### src/rtl/vote_session_ctrl_if.sv
// Vote request/acknowledge bundle for the three requester classes.
// The requesters hold req and id until they see ack; the session controller returns the acks.
interface vote_session_ctrl_if;
    logic       np_req;
    logic [4:0] np_id;
    logic       np_ack;
    logic       vip_req;
    logic [2:0] vip_id;
    logic       vip_ack;
    logic       vvip_req;
    logic       vvip_ack;

    modport master (
        output np_req, np_id, vip_req, vip_id, vvip_req,
        input  np_ack, vip_ack, vvip_ack
    );

    modport slave (
        input  np_req, np_id, vip_req, vip_id, vvip_req,
        output np_ack, vip_ack, vvip_ack
    );
endinterface

### src/rtl/vote_session_ctrl.sv
// Voting session controller: open/close/publish with a round-robin weighted tally.
// Define VOTE_DUP_STATS_EN to add the dup_cnt and last_class outputs.
module vote_session_ctrl #(
    parameter int WINDOW = 64,
    parameter int W_NP   = 1,
    parameter int W_VIP  = 4,
    parameter int W_VVIP = 16
) (
    input  logic                clk,
    input  logic                reset,
    input  logic                start,
    input  logic                close,
    input  logic [7:0]          threshold,
    vote_session_ctrl_if.slave  votes,
    output logic [7:0]          tally,
    output logic                pass,
    output logic                busy,
    output logic                done
`ifdef VOTE_DUP_STATS_EN
    ,
    output logic [7:0]          dup_cnt,
    output logic [1:0]          last_class
`endif
);

    typedef enum logic [1:0] {IDLE, OPEN, CLOSE, DONE} state_t;

    localparam logic [7:0] TIMER_LAST = 8'(WINDOW - 1);
    localparam logic [7:0] WT_NP      = 8'(W_NP);
    localparam logic [7:0] WT_VIP     = 8'(W_VIP);
    localparam logic [7:0] WT_VVIP    = 8'(W_VVIP);

    state_t      state;
    state_t      state_next;
    logic [31:0] np_seen;
    logic [7:0]  vip_seen;
    logic        vvip_seen;
    logic [7:0]  timer;
    logic [7:0]  thr_latched;
    logic [1:0]  rr_ptr;
    logic        grant_np;
    logic        grant_vip;
    logic        grant_vvip;
    logic        any_grant;
    logic        is_dup;
    logic        open_session;
    logic [1:0]  grant_class;
    logic [7:0]  grant_weight;
    logic [8:0]  tally_sum;

    // rr_ptr names the class with highest priority: 0 normal, 1 VIP, 2 VVIP
    always_comb begin
        grant_np   = 1'b0;
        grant_vip  = 1'b0;
        grant_vvip = 1'b0;
        if (state == OPEN) begin
            case (rr_ptr)
                2'd0: begin
                    if (votes.np_req)         grant_np   = 1'b1;
                    else if (votes.vip_req)   grant_vip  = 1'b1;
                    else if (votes.vvip_req)  grant_vvip = 1'b1;
                end
                2'd1: begin
                    if (votes.vip_req)        grant_vip  = 1'b1;
                    else if (votes.vvip_req)  grant_vvip = 1'b1;
                    else if (votes.np_req)    grant_np   = 1'b1;
                end
                default: begin
                    if (votes.vvip_req)       grant_vvip = 1'b1;
                    else if (votes.np_req)    grant_np   = 1'b1;
                    else if (votes.vip_req)   grant_vip  = 1'b1;
                end
            endcase
        end
    end

    always_comb begin
        grant_class  = 2'd0;
        grant_weight = 8'd0;
        is_dup       = 1'b0;
        if (grant_np) begin
            grant_class  = 2'd0;
            grant_weight = WT_NP;
            is_dup       = np_seen[votes.np_id];
        end else if (grant_vip) begin
            grant_class  = 2'd1;
            grant_weight = WT_VIP;
            is_dup       = vip_seen[votes.vip_id];
        end else if (grant_vvip) begin
            grant_class  = 2'd2;
            grant_weight = WT_VVIP;
            is_dup       = vvip_seen;
        end
        any_grant = grant_np | grant_vip | grant_vvip;
        tally_sum = {1'b0, tally} + {1'b0, grant_weight};
    end

    always_comb begin
        state_next   = state;
        open_session = 1'b0;
        case (state)
            IDLE: begin
                if (start) begin
                    state_next   = OPEN;
                    open_session = 1'b1;
                end
            end
            OPEN: begin
                if (close || (timer == TIMER_LAST)) state_next = CLOSE;
            end
            CLOSE: state_next = DONE;
            DONE: begin
                if (start) begin
                    state_next   = OPEN;
                    open_session = 1'b1;
                end
            end
            default: state_next = IDLE;
        endcase
        busy           = (state == OPEN);
        done           = (state == DONE);
        votes.np_ack   = grant_np;
        votes.vip_ack  = grant_vip;
        votes.vvip_ack = grant_vvip;
    end

    always_ff @(posedge clk or negedge reset) begin
        if (!reset) state <= IDLE;
        else        state <= state_next;
    end

    // A vote taken on the last OPEN edge still lands in the tally.
    always_ff @(posedge clk or negedge reset) begin
        if (!reset) begin
            np_seen     <= '0;
            vip_seen    <= '0;
            vvip_seen   <= 1'b0;
            timer       <= '0;
            thr_latched <= '0;
            rr_ptr      <= 2'd0;
            tally       <= '0;
            pass        <= 1'b0;
        end else if (open_session) begin
            np_seen     <= '0;
            vip_seen    <= '0;
            vvip_seen   <= 1'b0;
            timer       <= '0;
            thr_latched <= threshold;
            tally       <= '0;
        end else if (state == OPEN) begin
            timer <= timer + 8'd1;
            if (any_grant) begin
                rr_ptr <= (grant_class == 2'd2) ? 2'd0 : grant_class + 2'd1;
                if (!is_dup) begin
                    if (grant_np)   np_seen[votes.np_id]   <= 1'b1;
                    if (grant_vip)  vip_seen[votes.vip_id] <= 1'b1;
                    if (grant_vvip) vvip_seen              <= 1'b1;
                    tally <= tally_sum[8] ? 8'hFF : tally_sum[7:0];
                end
            end
        end else if (state == CLOSE) begin
            pass <= (tally >= thr_latched);
        end
    end

`ifdef VOTE_DUP_STATS_EN
    always_ff @(posedge clk or negedge reset) begin
        if (!reset) begin
            dup_cnt    <= '0;
            last_class <= 2'd0;
        end else if (open_session) begin
            dup_cnt <= '0;
        end else if (any_grant) begin
            last_class <= grant_class;
            if (is_dup && (dup_cnt != 8'hFF)) dup_cnt <= dup_cnt + 8'd1;
        end
    end
`else
    // Duplicate statistics are not built in this configuration.
`endif

endmodule

### src/flat_wrapper.sv
// flat-port wrapper written by rule: the top's interface ports become plain ports
module vote_session_ctrl_flat 
#(
    parameter int WINDOW = 64,
    parameter int W_NP   = 1,
    parameter int W_VIP  = 4,
    parameter int W_VVIP = 16
)
  (clk, reset, start, close, threshold, tally, pass, busy, done, votes_np_req, votes_np_id, votes_vip_req, votes_vip_id, votes_vvip_req, votes_np_ack, votes_vip_ack, votes_vvip_ack);
  vote_session_ctrl_if votes_i ();
  input  logic clk;
  input  logic reset;
  input  logic start;
  input  logic close;
  input  logic [7:0] threshold;
  output logic [7:0] tally;
  output logic pass;
  output logic busy;
  output logic done;
  input wire logic [$bits(votes_i.np_req)-1:0] votes_np_req;
  input wire logic [$bits(votes_i.np_id)-1:0] votes_np_id;
  input wire logic [$bits(votes_i.vip_req)-1:0] votes_vip_req;
  input wire logic [$bits(votes_i.vip_id)-1:0] votes_vip_id;
  input wire logic [$bits(votes_i.vvip_req)-1:0] votes_vvip_req;
  output wire logic [$bits(votes_i.np_ack)-1:0] votes_np_ack;
  output wire logic [$bits(votes_i.vip_ack)-1:0] votes_vip_ack;
  output wire logic [$bits(votes_i.vvip_ack)-1:0] votes_vvip_ack;
  assign votes_i.np_req = votes_np_req;
  assign votes_i.np_id = votes_np_id;
  assign votes_i.vip_req = votes_vip_req;
  assign votes_i.vip_id = votes_vip_id;
  assign votes_i.vvip_req = votes_vvip_req;
  assign votes_np_ack = votes_i.np_ack;
  assign votes_vip_ack = votes_i.vip_ack;
  assign votes_vvip_ack = votes_i.vvip_ack;
  vote_session_ctrl #(.WINDOW(WINDOW), .W_NP(W_NP), .W_VIP(W_VIP), .W_VVIP(W_VVIP)) u_core (.clk(clk), .reset(reset), .start(start), .close(close), .threshold(threshold), .votes(votes_i), .tally(tally), .pass(pass), .busy(busy), .done(done));
endmodule
### config.mk
export PLATFORM = sky130hd
export DESIGN_NAME = vote_session_ctrl_flat
export DESIGN_NICKNAME = d
export VERILOG_FILES = /design/src/rtl/vote_session_ctrl_if.sv /design/src/rtl/vote_session_ctrl.sv /design/src/flat_wrapper.sv
export SDC_FILE = /design/constraint.sdc
export NUM_CORES = 1
export LEC_CHECK = 0
export BUFFER_PORTS_ARGS = -buffer_cell sky130_fd_sc_hd__buf_2
export CORE_MARGIN = 3
export CORE_UTILIZATION = 40
export DETAILED_ROUTE_END_ITERATION = 7
export GPL_TIMING_DRIVEN = 0
export SYNTH_ARGS = -nofsm -noshare
export SYNTH_HDL_FRONTEND = slang
export SYNTH_SLANG_ARGS = --single-unit
### constraint.sdc
create_clock -name clk -period 2.95 [get_ports clk]
set_input_delay 0 -clock clk [delete_from_list [all_inputs] [get_ports clk]]
set_output_delay 0 -clock clk [all_outputs]
set_load 0.02 [all_outputs]
Yosys cells after proc, flatten, opt, wreduce, memory -nomap -nowiden
Cells that the tools add are included.
- flip-flop bits (word level): 70
- latch bits: 0
- RAM bits: 0
- ROM bits: 0
- bits of input ports: 23
- output and inout bits: 14
- logic and storage cells: 110
- memories: 0
- add/sub/neg operators: 3
- multipliers: 0
- divide/modulo/power cells: 0
- magnitude comparators: 5
- equal/unequal tests: 9
- shift operators: 0
- mux-type cells: 60
- bitwise operators: 6
- reductions and logical operators: 18
- operators by type and width (operator ; number):
    2-to-1 mux 32 bit ; 5
    2-to-1 mux 8 bit ; 14
    bitwise OR 32 bit ; 1
    2-to-1 mux 1 bit ; 26
    2-to-1 mux 2 bit ; 6
    AND reduction 4 bit ; 3
    nonzero test 2 bit ; 5
    adder 8 x 8 -> 9 bit ; 1
    AND reduction 3 bit ; 3
    adder 8 x 1 -> 8 bit (second input constant) ; 1
    equality test 8 x 6 -> 1 bit (second input constant) ; 1
    greater-or-equal comparator 8 bit ; 1
    bitwise OR 8 bit ; 1
    equality test 2 bit (second input constant) ; 3
    less-than comparator 5 x 6 -> 1 bit (second input constant) ; 1
    case mux 1 bit (2 select lines) ; 3
    case mux 2 bit (3 select lines) ; 1
    binary-select mux 1 bit (select 5 bit) ; 1
    demux 1 bit (select 5 bit) ; 1
    greater-or-equal comparator 5 x 1 -> 1 bit (second input constant) ; 1
    2-to-1 mux 5 bit ; 1
    equality test 2 x 1 -> 1 bit (second input constant) ; 2
    zero test 2 bit ; 2
    less-than comparator 3 x 4 -> 1 bit (second input constant) ; 1
    other kinds (12) ; 16

Logic depth before layout (Yosys ltp)
- depth after elaboration: 14
- depth in mapped cells: 13

Worst setup path after synthesis
No wires, ideal clock.
- path type: register -> register
- start: register u_core.state[1]
- end: register u_core.tally[3]
- arrival: 2.875 ns
- required time: 2.864 ns
- path slack: -0.012 ns
- cell stages (with the launch flop): 13
- path buffers: 1
- cell sequence: dfrtp_1 -> inv_1 -> ha_1 -> clkbuf_1 -> o211ai_1 -> inv_1 -> ha_1 -> ha_1 -> a21oi_1 -> o21bai_1 -> nand4_1 -> and4b_1 -> nor3_1
- elaborated cells on any way between the ends: 26
- those cells by class: add/sub (1); eq/ne (3); mux (15); bitwise (2); reduce/logical (5)
- RTL lines (what ; RTL line ; RTL):
    start: declaration ; vote_session_ctrl.sv:33 ; state_t state;
    start signal: assignment ; vote_session_ctrl.sv:129 ; else state <= state_next;
    equality test 2 x 1 -> 1 bit * ; -- ;
    named net busy ; flat_wrapper.sv:18 ; output logic busy;
    2-to-1 mux 1 bit * ; vote_session_ctrl.sv:56 ; if (state == OPEN) begin
    named net votes_np_ack ; flat_wrapper.sv:25 ; output wire logic [$bits(votes_i.np_ack)-1:0] votes_np_ack;
    2-to-1 mux 8 bit ; vote_session_ctrl.sv:81 ; if (grant_np) begin
    adder 8 x 8 -> 9 bit ; vote_session_ctrl.sv:95 ; tally_sum = {1'b0, tally} + {1'b0, grant_weight};
    2-to-1 mux 8 bit ; vote_session_ctrl.sv:158 ; tally <= tally_sum[8] ? 8'hFF : tally_sum[7:0];
    2-to-1 mux 8 bit ; vote_session_ctrl.sv:154 ; if (!is_dup) begin
    2-to-1 mux 8 bit ; vote_session_ctrl.sv:152 ; if (any_grant) begin
    2-to-1 mux 8 bit ; vote_session_ctrl.sv:150 ; end else if (state == OPEN) begin
    2-to-1 mux 8 bit ; vote_session_ctrl.sv:143 ; end else if (open_session) begin
    end signal: assignment ; vote_session_ctrl.sv:158 ;
    end: declaration ; vote_session_ctrl.sv:15 ; output logic [7:0] tally,
The timed path passes the listed nets; every way through them passes the cells marked *. The select of a mux whose other input is x is not followed.
A chain may end at the register's enable or synchronous reset.

Final worst setup path
- start: register u_core.state[1]
- end: register u_core.tally[3]
- longest elaborated chain between the ends: 11
- elaborated cells on any way between the ends: 26
- those cells by class: add/sub (1); eq/ne (3); mux (15); bitwise (2); reduce/logical (5)
- RTL lines (what ; RTL line ; RTL):
    equality test 2 x 1 -> 1 bit ; vote_session_ctrl.sv:56, vote_session_ctrl.sv:150 ;
    2-to-1 mux 1 bit ; vote_session_ctrl.sv:56 ;
    2-to-1 mux 5 bit ; vote_session_ctrl.sv:89 ; end else if (grant_vvip) begin
    2-to-1 mux 8 bit ; vote_session_ctrl.sv:85 ; end else if (grant_vip) begin
    2-to-1 mux 8 bit ; vote_session_ctrl.sv:81 ;
    adder 8 x 8 -> 9 bit ; vote_session_ctrl.sv:95 ;
    2-to-1 mux 8 bit ; vote_session_ctrl.sv:158 ;
    2-to-1 mux 8 bit ; vote_session_ctrl.sv:154 ;
    2-to-1 mux 8 bit ; vote_session_ctrl.sv:152 ;
    2-to-1 mux 8 bit ; vote_session_ctrl.sv:150 ;
    2-to-1 mux 8 bit ; vote_session_ctrl.sv:143 ;
Several ways; a longest one is shown, not always the timed one. The select of a mux whose other input is x is not followed.

==> results_dict.tcl <==
set metrics [dict create \
    fill_cells 839 \
    grt_usage_pct 17.2 \
    tightest_slew_ps 1150 \
    drive_above_1_share_pct 14.7 \
    min_to "u_core.state[1]" \
    period_minus_slack_ps 2710 \
    htree_levels 3 \
    synth-edff-count 0 \
    finalMaxSlewViolations 0 \
    drv_cap 0 \
    rows 34 \
    cts_tree "built" \
    portBuffers 33 \
    hold_viol 0 \
    pin_count 37 \
    via_per_inst 5.43 \
    die_y_um 102 \
    grt_overflow 0 \
    max_freq_mhz 369 \
    insertion_delay_ps 340 \
    leakagePower_nw 2.12 \
    gp_congestion 0.837 \
    cp_data_arrival_time_ps 2970 \
    status "finished, final reports clean" \
    die_w_um 102 \
    hold_path_class "in2reg" \
    cts_max_path_buffers 2 \
    required_ps 3210 \
    r2r_start "u_core.state[1]" \
    critical_path.startpoint_type "register" \
    synth_ff_type "dfrtp_1" \
    busiest_layer "met2" \
    ys_types 49 \
    whs_path_depth 3 \
    finalCritPeriodShare_pct 91.9 \
    fin_nets 472 \
    crit_path_end_kind "register" \
    syn_area_um2 3650 \
    ys_warn_count 0 \
    irDropWorstVdd_mv 0.370 \
    grt_pass1_vias 2912 \
    dpl.hpwl_um 5740 \
    power.density_nw_per_um2 710 \
    grt.met1_usage_pct 23.8 \
    skew_ps 4.55 \
    first_pass_iters 4 \
    syn2layout_area_growth_pct 17.1 \
    die_area_um2 10300 \
    r2r_setup_slack_ps 240 \
    yosysTopAreaCellShare_pct 48.0 \
    design_power_total_w 0.00304 \
    pre_cts_ws_ps -208 \
    cts_buffers 9 \
    cts.clk_slew.worst_paths_ps 70 \
    coreArea_um2 8810 \
    r2r_cells 12 \
    ant_nets 0 \
    n_antenna_cell 0 \
    synth_most_common_cell "dfrtp_1" \
    worst_slack_ps 239 \
    ys_async_sr_fraction_pct 100 \
    setup_viol 0 \
    routed_wl_um 8250 \
    synth_area_per_cell_um2 9.73 \
    hold_ws_ps 8.71 \
    synthCells 375 \
    drc 0 \
    min_from "start" \
    vias 2953 \
    drt_iter0_markers 123 \
    post_drt_wl_per_cell_um 15.2 \
    antenna_found_initial 0 \
    syn_nets 415 \
    worstPathMaxFanout 10 \
    start_util_pct 41.4 \
    grt_pass1_wl_um 14000 \
    grt_max_degree 71 \
    clock-sinks 70 \
    use_met3_pct 4.61 \
    synth.top_cells.by_area "dfrtp_1, ha_1, mux2i_1, nor2_1, a21oi_1" \
    synth_top_area_cell "dfrtp_1" \
    rsz0062_at_grt "false" \
    synth_common_cells "dfrtp_1, nor2_1, a21oi_1" \
    r2r-end "u_core.tally[3]" \
    crit_type "reg2reg" \
    cts_root_buf "clkbuf_8" \
    seq_area_frac_synth_pct 48.0 \
    ys_ff_latch 70 \
    met2_usage_pct 26.9 \
    relSlewSlack_pct 22.8 \
]
-- layer usage --
layer | routed length, um | share of wire, %
met5 | 0 | 0
met2 | 3740 | 45
met4 | 108 | 1.3
met3 | 372 | 4.5
met1 | 4020 | 49
-- power breakdown --
group          total, W  internal, W  switching [W]
Sequential      0.00120      0.00110      0.0000982
Clock          0.000757     0.000403       0.000354
Combinational   0.00108     0.000401       0.000676
-- metrics by stage --
step / setup TNS [ps] / instances / utilization (%) / instance area [um^2]
3_5_place_dp: -866 / 516 / 44.9 / 3950
2_1_floorplan: 0 / 375 / - / 3650
5_1_grt: 0 / 544 / 48.5 / 4270
4_1_cts: 0 / 544 / 48.5 / 4270
3_3_place_gp: -382 / 516 / 44.9 / 3950
6_report: 0 / 544 / 48.5 / 4270
-- cells in the final DEF, fill, tap and decap left out, drive strengths merged, types with 2 or more instances in the layout --
cell type / netlist / routed
a311oi: 4 / 4
nand4: 6 / 6
mux2i: 21 / 21
dlygate4sd3: 0 / 12
a21oi: 40 / 40
buf: 8 / 43
ha: 17 / 17
nand2: 21 / 21
and2: 3 / 3
o21ai: 17 / 17
o22ai: 4 / 4
nor2b: 8 / 8
o21bai: 2 / 2
o221ai: 2 / 2
and3: 8 / 8
nor4: 3 / 3
dfrtp: 70 / 70
xnor2: 3 / 3
a22o: 6 / 6
nor2: 54 / 54
nor4b: 2 / 2
inv: 23 / 23
a221oi: 8 / 8
clkinv: 0 / 4
xor2: 5 / 5
a21o: 4 / 4
a32o: 2 / 2
clkbuf: 9 / 18
nand3: 3 / 3
nor3: 8 / 8
-- area by class of cell --
type	count	area, um^2	area share, %
well taps	108	135	3.16
repair buffers	46	295	6.91
multi-input cells	265	1730	40.4
clock buffers	10	138	3.22
inverters	23	86.3	2.02
clock inverters	5	50.0	1.17
plain buffers	17	92.6	2.17
flip-flops and latches	70	1750	41.0
-- cells by family (layout without fill, tap and decap cells) --
| kind of cell | count (synthesis) | after routing | share of synthesized area [%] |
|---|---|---|---|
| buffers and inverters | 40 | 101 | 4.80 |
| adder cells (fa/ha/maj) | 17 | 17 | 5.83 |
| AO/OA/AOI/OAI | 97 | 97 | 17.4 |
| flip-flops | 70 | 70 | 48.0 |
| AND/OR/NAND/NOR | 122 | 122 | 16.3 |
| multiplexers | 21 | 21 | 5.76 |
| XOR/XNOR | 8 | 8 | 1.92 |
-- critical path, cell delays in order, from the launching register on --
cell and delay [ps]:
dfrtp_1 400, inv_1 100, ha_2 240, buf_4 210, o211ai_1 120, inv_1 110
ha_1 180, ha_1 190, a21oi_1 90, o21bai_1 200, nand4_1 300, and4b_1 310
nor3_1 170
-- flip-flops by register name (all words and copies together) (netlist names) --
signal	flops
u_core.vvip_seen	1
u_core.np_seen	32
u_core.thr_latched	8
u_core.tally	8
u_core.state	2
u_core.pass	1
u_core.vip_seen	8
u_core.rr_ptr	2
u_core.timer	8
-- worst max path at each step --
stage / startpoint / to / slack [ps] / cells past startpoint
after floorplan: u_core.state[1] / u_core.tally[3] / 110 / 12
after global placement: u_core.state[1] / u_core.tally[5] / -140 / 12
after detailed placement: u_core.state[1] / u_core.tally[3] / -210 / 12
after CTS: u_core.state[1] / u_core.tally[3] / 60 / 12
after global routing: u_core.state[1] / u_core.tally[3] / 40 / 12
final: u_core.state[1] / u_core.tally[3] / 240 / 12
-- timing repair --
| item | CTS | global route |
|---|---|---|
| pin swaps | 1 | 0 |
| setup endpoints to repair | 6 | 6 |
| gates cloned | 0 | 0 |
| resized for setup | 0 | 4 |
| hold endpoints to repair | 80 | 0 |
| setup buffers | 1 | 0 |
| hold buffers | 12 | 0 |
No activity file was read; power rests on OpenSTA's default activity.
